File: config.mk
export PLATFORM = sky130hd
export DESIGN_NAME = dm_access_ctrl
export DESIGN_NICKNAME = d
export VERILOG_FILES = /design/src/rtl/dm_access_ctrl.sv
export SDC_FILE = /design/constraint.sdc
export NUM_CORES = 1
export LEC_CHECK = 0
export ABC_AREA = 0
export CAP_MARGIN = 20
export CELL_PAD_IN_SITES_DETAIL_PLACEMENT = 1
export CELL_PAD_IN_SITES_GLOBAL_PLACEMENT = 2
export CORE_AREA = 2 2 185 132
export DETAILED_ROUTE_END_ITERATION = 8
export DIE_AREA = 0 0 187 134
export GPL_TIMING_DRIVEN = 0
export PLACE_DENSITY_LB_ADDON = 0.1
export SLEW_MARGIN = 20
export SYNTH_ARGS = -nofsm -noshare
export SYNTH_HDL_FRONTEND = slang
export SYNTH_SLANG_ARGS = --single-unit
export TNS_END_PERCENT = 20
File: constraint.sdc
create_clock -name clk -period 1.67 [get_ports clk]
set_input_delay 0.2505 -clock clk [delete_from_list [all_inputs] [get_ports clk]]
set_output_delay 0.2505 -clock clk [all_outputs]
set_load 0.03 [all_outputs]
File: src/rtl/dm_access_ctrl.sv
// Data-memory access sequencer for the memory stage: valid/grant/rvalid bus, pipeline stall,
// load formatting. Optional watchdog enabled by defining DM_TIMEOUT_EN.
module dm_access_ctrl #(
  parameter int XLEN           = 32,
  parameter int TIMEOUT_CYCLES = 64
) (
  input  logic            clk,
  input  logic            reset,
  input  logic            m_mem_read,
  input  logic            m_mem_write,
  input  logic [2:0]      m_funct3,
  input  logic [XLEN-1:0] m_addr,
  input  logic [XLEN-1:0] m_wdata,
  output logic            bus_req,
  output logic            bus_we,
  output logic [XLEN-1:0] bus_addr,
  output logic [3:0]      bus_be,
  output logic [XLEN-1:0] bus_wdata,
  input  logic            bus_gnt,
  input  logic            bus_rvalid,
  input  logic [XLEN-1:0] bus_rdata,
  output logic            stall,
  output logic [XLEN-1:0] load_data,
  output logic            load_valid,
  output logic            access_err,
  output logic            timeout_err
);

  typedef enum logic [1:0] {
    S_IDLE = 2'd0,
    S_REQ  = 2'd1,
    S_WAIT = 2'd2,
    S_DONE = 2'd3
  } state_t;

  state_t          r_state;
  state_t          w_state_nxt;
  logic            r_bus_we;
  logic [XLEN-1:0] r_bus_addr;
  logic [3:0]      r_bus_be;
  logic [XLEN-1:0] r_bus_wdata;
  logic [2:0]      r_funct3;
  logic [1:0]      r_lane;
  logic [XLEN-1:0] r_load_data;
  logic            r_load_valid;
  logic            r_access_err;
  logic            w_access;
  logic            w_legal;
  logic            w_tmo_hit;
  logic            w_done_load;
  logic            w_done_err;
  logic            w_done_tmo;

  function automatic logic f_legal(input logic [2:0] f3, input logic [1:0] lane);
    logic ok;
    case (f3)
      3'b000, 3'b100: ok = 1'b1;
      3'b001, 3'b101: ok = ~lane[0];
      3'b010:         ok = (lane == 2'b00);
      default:        ok = 1'b0;
    endcase
    return ok;
  endfunction

  function automatic logic [3:0] f_be(input logic [2:0] f3, input logic [1:0] lane);
    logic [3:0] be;
    case (f3)
      3'b000, 3'b100: be = 4'b0001 << lane;
      3'b001, 3'b101: be = 4'b0011 << {lane[1], 1'b0};
      3'b010:         be = 4'b1111;
      default:        be = 4'b0000;
    endcase
    return be;
  endfunction

  function automatic logic [XLEN-1:0] f_wdata(input logic [2:0] f3, input logic [XLEN-1:0] d);
    logic [XLEN-1:0] res;
    case (f3[1:0])
      2'b00:   res = {4{d[7:0]}};
      2'b01:   res = {2{d[15:0]}};
      default: res = d;
    endcase
    return res;
  endfunction

  function automatic logic [XLEN-1:0] f_fmt(input logic [2:0] f3, input logic [1:0] lane,
                                            input logic [XLEN-1:0] d);
    logic [7:0]      b;
    logic [15:0]     h;
    logic [XLEN-1:0] res;
    b = d[{lane, 3'b000} +: 8];
    h = d[{lane[1], 4'b0000} +: 16];
    case (f3)
      3'b000:  res = {{(XLEN-8){b[7]}}, b};
      3'b100:  res = {{(XLEN-8){1'b0}}, b};
      3'b001:  res = {{(XLEN-16){h[15]}}, h};
      3'b101:  res = {{(XLEN-16){1'b0}}, h};
      3'b010:  res = d;
      default: res = {XLEN{1'b0}};
    endcase
    return res;
  endfunction

  assign w_access = m_mem_read | m_mem_write;
  assign w_legal  = (m_mem_read ^ m_mem_write) & f_legal(m_funct3, m_addr[1:0]);

  // Next-state, stall and completion-cause decode
  always_comb begin
    w_state_nxt = r_state;
    stall       = 1'b0;
    w_done_load = 1'b0;
    w_done_err  = 1'b0;
    w_done_tmo  = 1'b0;
    case (r_state)
      S_IDLE: begin
        if (w_access) begin
          stall = 1'b1;
          if (w_legal) begin
            w_state_nxt = S_REQ;
          end else begin
            w_state_nxt = S_DONE;
            w_done_err  = 1'b1;
          end
        end else begin
          w_state_nxt = S_IDLE;
        end
      end
      S_REQ: begin
        stall = 1'b1;
        if (bus_gnt && r_bus_we) begin
          w_state_nxt = S_DONE;
        end else if (w_tmo_hit) begin
          w_state_nxt = S_DONE;
          w_done_tmo  = 1'b1;
        end else if (bus_gnt) begin
          w_state_nxt = S_WAIT;
        end else begin
          w_state_nxt = S_REQ;
        end
      end
      S_WAIT: begin
        stall = 1'b1;
        if (bus_rvalid) begin
          w_state_nxt = S_DONE;
          w_done_load = 1'b1;
        end else if (w_tmo_hit) begin
          w_state_nxt = S_DONE;
          w_done_tmo  = 1'b1;
        end else begin
          w_state_nxt = S_WAIT;
        end
      end
      S_DONE: begin
        w_state_nxt = S_IDLE;
      end
      default: begin
        w_state_nxt = S_IDLE;
      end
    endcase
  end

  // State register
  always_ff @(posedge clk) begin
    if (reset) begin
      r_state <= S_IDLE;
    end else begin
      r_state <= w_state_nxt;
    end
  end

  // Bus request registers, captured once per access and held until the next one
  always_ff @(posedge clk) begin
    if (reset) begin
      r_bus_we    <= 1'b0;
      r_bus_addr  <= {XLEN{1'b0}};
      r_bus_be    <= 4'b0000;
      r_bus_wdata <= {XLEN{1'b0}};
      r_funct3    <= 3'b000;
      r_lane      <= 2'b00;
    end else if ((r_state == S_IDLE) && w_access) begin
      r_bus_we    <= m_mem_write;
      r_bus_addr  <= {m_addr[XLEN-1:2], 2'b00};
      r_bus_be    <= f_be(m_funct3, m_addr[1:0]);
      r_bus_wdata <= f_wdata(m_funct3, m_wdata);
      r_funct3    <= m_funct3;
      r_lane      <= m_addr[1:0];
    end
  end

  // Writeback results; pulses line up with the single DONE cycle
  always_ff @(posedge clk) begin
    if (reset) begin
      r_load_data  <= {XLEN{1'b0}};
      r_load_valid <= 1'b0;
      r_access_err <= 1'b0;
    end else begin
      r_load_valid <= w_done_load;
      r_access_err <= w_done_err;
      if (w_done_load) begin
        r_load_data <= f_fmt(r_funct3, r_lane, bus_rdata);
      end else if (w_done_err || w_done_tmo) begin
        r_load_data <= {XLEN{1'b0}};
      end
    end
  end

`ifdef DM_TIMEOUT_EN
  localparam int CW = $clog2(TIMEOUT_CYCLES) + 1;
  localparam logic [CW-1:0] TMO_LAST = CW'(TIMEOUT_CYCLES - 1);

  logic [CW-1:0] r_tmo_cnt;
  logic          r_timeout_err;

  // Watchdog: zero outside an access, so it restarts on every REQ entry
  always_ff @(posedge clk) begin
    if (reset) begin
      r_tmo_cnt     <= {CW{1'b0}};
      r_timeout_err <= 1'b0;
    end else begin
      r_timeout_err <= w_done_tmo;
      if ((r_state == S_REQ) || (r_state == S_WAIT)) begin
        r_tmo_cnt <= r_tmo_cnt + {{(CW-1){1'b0}}, 1'b1};
      end else begin
        r_tmo_cnt <= {CW{1'b0}};
      end
    end
  end

  assign w_tmo_hit   = ((r_state == S_REQ) || (r_state == S_WAIT)) && (r_tmo_cnt == TMO_LAST);
  assign timeout_err = r_timeout_err;
`else
  logic w_unused_tmo_cfg;
  assign w_unused_tmo_cfg = (TIMEOUT_CYCLES > 0);
  assign w_tmo_hit        = 1'b0;
  assign timeout_err      = 1'b0;
`endif

  assign bus_req    = (r_state == S_REQ);
  assign bus_we     = r_bus_we;
  assign bus_addr   = r_bus_addr;
  assign bus_be     = r_bus_be;
  assign bus_wdata  = r_bus_wdata;
  assign load_data  = r_load_data;
  assign load_valid = r_load_valid;
  assign access_err = r_access_err;

endmodule

# Yosys cells after proc, flatten, opt, wreduce, memory -nomap -nowiden
# Index checks and enable logic that the tools add are counted.
[totals]
reg_bits = 108
output_inout_bits = 106
[classes]
eq_ne = 12
shift = 4
n_mux = 19
n_bitwise = 4
n_reduce_logical = 11
[op_table]
columns = ["operator", "n"]
rows = [
  ["$pmux W32 S5", 1],
  ["$mux W32", 2],
  ["$pmux W32 S2", 1],
  ["$shiftx A32 B6 Y16", 1],
  ["$shiftx A32 B6 Y8", 1],
  ["$eq A3 B3 Y1 const B", 4],
  ["$pmux W4 S3", 1],
  ["$mux W2", 4],
  ["$pmux W2 S4", 1],
  ["$mux W1", 7],
  ["$eq A3 B1 Y1 const B", 2],
  ["$eq A3 B2 Y1 const B", 2],
  ["$logic_not A2 Y1", 3],
  ["$logic_not A3 Y1", 2],
  ["$reduce_or A2 Y1", 3],
  ["$eq A2 B1 Y1 const B", 2],
  ["$eq A2 B2 Y1 const B", 2],
  ["$shl A1 B2 Y4 const A", 1],
  ["$shl A2 B2 Y4 const A", 1],
  ["$pmux W1 S3", 1],
  ["$logic_and A1 B1 Y1", 2],
  ["$pmux W1 S2", 1],
  ["$reduce_bool A2 Y1", 1],
  ["$and A1 B1 Y1", 1],
  ["3 further kinds", 3],
]

# Longest topological paths before layout
# Gate-level depths: netlist (run 1).
[logic_depth]
word_depth = 9
mapped_depth = 9

# Worst setup path before layout (run 1)
# OpenSTA, ideal clock, no wires.
[synth_timing]
path_type = "register to output"
startpoint = "register r_state[0]"
endpoint = "output port stall"
arrival_time_ns = 1.715
required_ns = 1.419
path_slack_ns = -0.295
stages_incl_launch_ff = 8
n_path_buf = 2
path_cell_list = "dfxtp_1 inv_1 ha_1 nor2b_1 clkbuf_1 clkbuf_1 nor2_1 nor2_1"
[synth_between]
elab_chain_len = 3
word_cells_on_any_way = 5
[synth_rtl]
columns = ["item", "line", "rtl"]
rows = [
  ["start: declaration", "36", "state_t r_state;"],
  ["start signal: assignment", "167", "r_state <= w_state_nxt;"],
  ["$eq A2 B1 Y1 or $eq A2 B2 Y1 (tied branches)", "114", "case (r_state)"],
  ["$reduce_or A2 Y1 (no source line)", "n/a", ""],
  ["$pmux W1 S2 (*)", "114", ""],
  ["end: declaration", "22", "output logic stall,"],
]
# Mark *: on every way between the ends. The rest lies on a longest branch, timed or not.

# Final worst setup path (run 1)
[layout_timing]
startpoint = "register r_state[1]"
endpoint = "register r_load_data[31], in the netlist load_data[31]"
[layout_between]
elab_chain_len = 3
word_cells_on_any_way = 6
[layout_rtl]
columns = ["item", "line", "rtl"]
rows = [
  ["$eq A2 B2 Y1 or $logic_not A2 Y1 (tied branches)", "114", ""],
  ["$mux W1", "114", ""],
  ["$mux W32 or $reduce_bool A2 Y1 (tied branches)", "n/a", ""],
  ["end signal: assignment", "193", "r_load_data <= {XLEN{1'b0}};"],
  ["end signal: assignment", "200", "r_load_data <= f_fmt(r_funct3, r_lane, bus_rdata);"],
  ["end signal: assignment", "202", "r_load_data <= {XLEN{1'b0}};"],
  ["end: declaration", "44", "logic [XLEN-1:0] r_load_data;"],
]
# Parallel ways exist; a longest one is shown, timed or not.
# A chain may end at the register's enable or synchronous reset.

==> reports/qor.yml, run 1 <==
outcome:
  status: "finished, violations left"
  failed_checks: "negative setup slack"
clock_network:
  numClockSinks: 108
  cts_tree: "built"
  clockBufferDepth: 2
  cts_made_buffers: 9
  ctsRootBufferMaster: "clkbuf_16"
  clkTransAtPathRegs_ns: 0.07
  worstSkewPairLatency_ns: 0.36
  htreeDepth: 3
  postCtsHoldBufs: 0
logic_synthesis:
  synth_edf_count: 0
  ys_seq_elements: 108
  syn_area_sq_um: 4590
  synthCells: 540
  synth_seq_area_share_pct: 47.1
  postSynthAreaPerCell_sq_um: 8.50
  synthTopCellsByCount: "nand2_1, dfxtp_1, a21oi_1, clkbuf_1, nor2_1"
  synthFlopType: "dfxtp_1"
  async_flop_share_pct: 0
  ys_warn_count: 0
  ys_types: 38
  synth_top_area_cell: "dfxtp_1"
  synth_top_area_share_pct: 47.1
  synth_most_common_cell: "nand2_1"
  synth_area_leaders: "dfxtp_1, nand2_1, a21oi_1, o2bb2ai_1, mux2i_1"
power_and_ir_drop:
  p_int_mw: 5.50
  ir_drop_mv: 0.500
  seqPwrFrac_pct: 35.7
  p_leak_nw: 3.93
  power.switching_mw: 2.94
  finalPower_mw: 8.44
  comb_power_share_pct: 36.3
  power_density_nw_per_um2: 1030
  clkPwrFrac_pct: 28.0
  switching_share_pct: 34.9
sta:
  slew_violations: 0
  worstMarginPinSlew_ns: 0.642
  hold_slack_ns: 0.288
  max-slew-margin-rel_pct: 57.2
  timing.fmax_mhz: 554
  setup_viol: 22
  finalHoldViolCount: 0
  clock_skew_ns: 0.00708
  rsz0062_at_grt: "yes"
  period_needed_ns: 1.81
  setup_slack_ns: -0.136
  finalCritPeriodShare_pct: 108
floorplan:
  fp.dieH_um: 134
  die_x_um: 187
  row_count: 47
  ioPinCount: 211
  die_area_sq_um: 25100
  core_sq_um: 23300
  start_util_pct: 19.7
setup_path:
  crit_arrival_ns: 2.10
  crit_buf_inv: 3
  required_ns: 1.96
  cpMostUsedCell: "buf_6"
  crit_path_max_incr_delay_ns: 0.41
  worstPathCellList: "buf_6 > ha_4 > nand2_4 > or3b_4 > or2_1 > buf_6 > clkbuf_16 > o2bb2ai_2"
  cp-end-kind: "register"
  startpoint_type: "register"
  crit_type: "reg2reg"
  crit_fanout: 5
  slowest_stage: "or3b_4"
  crit_family: "simple AND/OR/NAND/NOR gates"
drt:
  num_vias: 4854
  drt_iter0_markers: 164
  totalWireLength_um: 20200
  postRouteAntennaNets: 0
  post_drt_wl_per_cell_um: 18.2
  drc: 0
  via_per_inst: 4.38
  dr.pass1.iters: 4
placement:
  place_inst: 1065
  place_congestion: 0.789
  portBuffers: 205
  dpl.hpwl_um: 15300
run:
  cap_violations: 0
grt:
  grt_max_degree: 17
  grt-ovfl-total: 0
  grt_first_pass_wirelength_um: 30900
  grt_pass1_vias: 5210
  antenna_found_initial: 1
  track_usage_pct: 16.0
cells_and_area:
  drive_above_1_share_pct: 17.2
  area_growth_pct: 79.4
  fin_nets: 894
  fin_cells: 1108
  post-route-util_pct: 35.3
min_path:
  hold_path.class: "in2reg"
-- worst register-to-register path, cell delays in order, from the launching register on --
cell,delay [ns]
dfxtp_4,0.38
buf_6,0.10
ha_4,0.14
nand2_4,0.05
or3b_4,0.41
or2_1,0.25
buf_6,0.14
clkbuf_16,0.16
o2bb2ai_2,0.11
-- worst paths after layout --
kind | slack (ns) | cells after the start | to | startpoint
min reg2reg | 0.45 | 2 | bus_addr[22]$_SDFFE_PP0P_ | bus_addr[22]$_SDFFE_PP0P_
max | -0.14 | 8 | load_data[31]$_SDFFE_PP0P_ | r_state[1]$_SDFF_PP0_
min | 0.29 | 3 | bus_we$_SDFFE_PP0P_ | m_mem_write
max reg2reg | -0.14 | 8 | load_data[31]$_SDFFE_PP0P_ | r_state[1]$_SDFF_PP0_
-- flip-flops by register name, indices dropped and copies added, names as in the netlist --
name	flops
r_lane	2
load_data	32
bus_wdata	32
access_err	1
r_state	2
bus_be	4
bus_addr	30
r_funct3	3
bus_we	1
load_valid	1
-- final cells by class --
class                   count  area (sq um)
inverters                   5          23.8
clock buffers              12           246
multi-input cells         379          2550
diodes                      1          2.50
well taps                 318           398
repair buffers            235          2460
plain buffers              46           303
clock inverters             4          72.6
flip-flops and latches    108          2170
fillers                  2708         15100
-- routing by layer --
| metal | part of all wire (%) | global-route usage [%] |
|---|---|---|
| met1 | 48 | 21.6 |
| met2 | 44 | 24.6 |
| met3 | 7.0 | 5.49 |
| met4 | 1.0 | 3.75 |
| met5 | 0 | 0 |
-- kinds of logic after synthesis --
kind of cell / Yosys count / synth area share, %
other cells: 1 / 0.0817
mux: 26 / 6.16
flops: 108 / 47.1
simple gates: 170 / 15.1
fa+ha+maj: 5 / 1.36
buf+inv: 55 / 5.48
compound gates: 175 / 24.7
-- cells in the final DEF (no fill, tap or decap), types with 11 or more instances in the layout --
| master | count |
|---|---|
| clkdlybuf4s50_1 | 120 |
| nor2_1 | 25 |
| mux2i_1 | 17 |
| dlygate4sd2_1 | 41 |
| a21oi_1 | 77 |
| o21ai_0 | 19 |
| clkbuf_1 | 14 |
| dfxtp_1 | 105 |
| a211oi_1 | 12 |
| dlymetal6s2s_1 | 42 |
| o2bb2ai_2 | 15 |
| clkbuf_16 | 11 |
| clkbuf_2 | 11 |
| nand2_1 | 123 |
| buf_4 | 19 |
-- repair_timing --
item	in CTS	in global routing
buffers inserted	20	8
pin swaps	14	13
gates cloned	4	1
resized for setup	135	84
endpoints found under the setup margin	137	123
-- stage by stage --
step	TNS [ns]	setup slack, ns	cell area (sq um)
2_1_floorplan	-0.516	-0.0482	4630
3_3_place_gp	-72.49	-1.46	7080
3_5_place_dp	-79.51	-1.49	7080
4_1_cts	-4.10	-0.215	7970
5_1_grt	-5.24	-0.206	8230
6_report	-2.27	-0.136	8230
-- power by group through the flow --
stage / Combinational, mW / Sequential, mW / Clock [mW]
2_1_floorplan: 1.00 / 3.53 / 0
3_3_place_gp: 2.65 / 3.06 / 0
3_5_place_dp: 2.69 / 3.07 / 0
4_1_cts: 3.06 / 3.02 / 2.48
5_1_grt: 3.31 / 3.06 / 2.57
6_report: 3.06 / 3.02 / 2.36
(Power assumes the default switching activity.)
==> run 2, diff against run 1 <==
- CORE_AREA: 2 2 185 132 -> 2 2 169 121
- DIE_AREA: 0 0 187 134 -> 0 0 171 123
- clock period: 1.67 -> 2.2 ns (I/O delays scaled with it)
==> reports/qor.yml, run 2 (synthesized netlist as in run 1, its figures left out) <==
drt:
  post_drt_wl_per_cell_um: 17.9
  dr.pass1.iters: 6
  drc: 0
  postRouteAntennaNets: 0
  via_per_inst: 4.61
  drt_iter0_markers: 284
  num_vias: 4774
  totalWireLength_um: 18500
floorplan:
  die_x_um: 171
  die_area_sq_um: 21000
  row_count: 43
  fp.dieH_um: 123
  core_sq_um: 19500
  start_util_pct: 23.6
  ioPinCount: 211
sta:
  worstMarginPinSlew_ns: 0.939
  clock_skew_ns: 0.0111
  period_needed_ns: 2.12
  max-slew-margin-rel_pct: 37.3
  rsz0062_at_grt: "yes"
  finalCritPeriodShare_pct: 96.5
  timing.fmax_mhz: 471
  finalHoldViolCount: 0
  slew_violations: 0
  setup_viol: 0
clock_network:
  cts_made_buffers: 9
  worstSkewPairLatency_ns: 0.36
  postCtsHoldBufs: 0
  ctsRootBufferMaster: "clkbuf_16"
  numClockSinks: 108
  htreeDepth: 3
  cts_tree: "built"
  clockBufferDepth: 2
  clkTransAtPathRegs_ns: 0.08
cells_and_area:
  antenna_cells: 0
  area_growth_pct: 59.7
  final_common_cell: "clkdlybuf4s50_1"
  fin_area_sq_um: 7330
  fin_nets: 871
  drive_above_1_share_pct: 7.05
  layout_common_cells: "clkdlybuf4s50_1, nand2_1, dfxtp_1, a21oi_1, clkbuf_1"
  fin_cells: 1036
grt:
  track_usage_pct: 17.5
  antenna_found_initial: 0
  grt-ovfl-total: 0
  grt_first_pass_wirelength_um: 27900
  grt_max_degree: 18
  grt_pass1_vias: 4890
power_and_ir_drop:
  p_leak_nw: 2.73
  ir_drop_mv: 0.351
  power_density_nw_per_um2: 809
min_path:
  hold_depth: 1
  hold_path.class: "reg2reg"
setup_path:
  required_ns: 1.87
  reg2reg_depth: 9
  crit_arrival_ns: 1.79
  cp-end-kind: "primary output"
  crit_fanout: 10
  startpoint_type: "primary input"
  crit_type: "in2out"
placement:
  place_congestion: 0.854
  portBuffers: 205
  place_inst: 1017
  placed_area_sq_um: 6990
  dpl.hpwl_um: 14600
outcome:
  status: "finished, final reports clean"
run:
  cap_violations: 0
-- run 2: cell count changes in the layout (fill, tap and decap cells not counted), sizes merged, moves of 2 or more --
cell,change
buf,-24
bufinv,-2
clkdlybuf4s50,+84
dlygate4sd2,-41
dlymetal6s2s,-42
-- run 2: worst paths after layout --
kind / slack, ns / end / start
max: 0.08 / stall / m_mem_write
min: 0.45 / load_data[15]$_SDFFE_PP0P_ / load_data[15]$_SDFFE_PP0P_
max reg2reg: 0.12 / load_data[22]$_SDFFE_PP0P_ / r_state[0]$_SDFF_PP0_
min reg2reg: 0.45 / load_data[15]$_SDFFE_PP0P_ / load_data[15]$_SDFFE_PP0P_
-- run 2: final cells by class --
cell class,count,area [sq um]
plain buffers,50,262
flip-flops and latches,108,2160
multi-input cells,379,2200
well taps,270,338
inverters,5,18.8
clock buffers,12,246
clock inverters,4,32.5
fillers,2280,12100
repair buffers,208,2070
-- run 2: metrics by stage --
stage	hold slack (ns)	total power, mW	util, %	setup slack (ns)	setup TNS (ns)
after floorplan	0.466	3.42	-	0.155	0
after global placement	0.441	4.30	35.9	-1.16	-21.26
after detailed placement	0.440	4.34	35.9	-1.19	-23.28
after CTS	0.456	5.99	37.5	0.0246	0
after global routing	0.479	6.27	37.6	-0.0347	-0.0990
final	0.453	5.93	37.6	0.0769	0
-- run 2: timing repair --
item / 4_1_cts / 5_1_grt
endpoints found under the setup margin: 31 / 28
pin swaps: 0 / 0
gates resized for setup: 13 / 8
buffers inserted: 3 / 0
-- run 2: routing by layer --
metal  vias to the layer above  wire [um]  track usage (%)
met2                       145       7870             25.9
met5                         -          0                0
met4                         0        175             3.71
li1                       2333          -                -
met1                      2285       9040             24.8
met3                        11       1450             5.79
-- run 2: worst max-delay path, cell delays in order --
cell and delay [ns]:
clkdlybuf4s50_1 0.48, inv_1 0.05, ha_1 0.18, nor2b_1 0.14, clkbuf_8 0.16, buf_12 0.12
nor2_1 0.05, nor2_1 0.11, buf_4 0.18
-- run 2: where the power goes --
part	switching [mW]	internal (mW)	total (mW)	leakage, nW
clock network	0.793	0.809	1.60	0.129
logic	1.21	0.840	2.05	1.71
registers	0.119	2.16	2.28	0.886
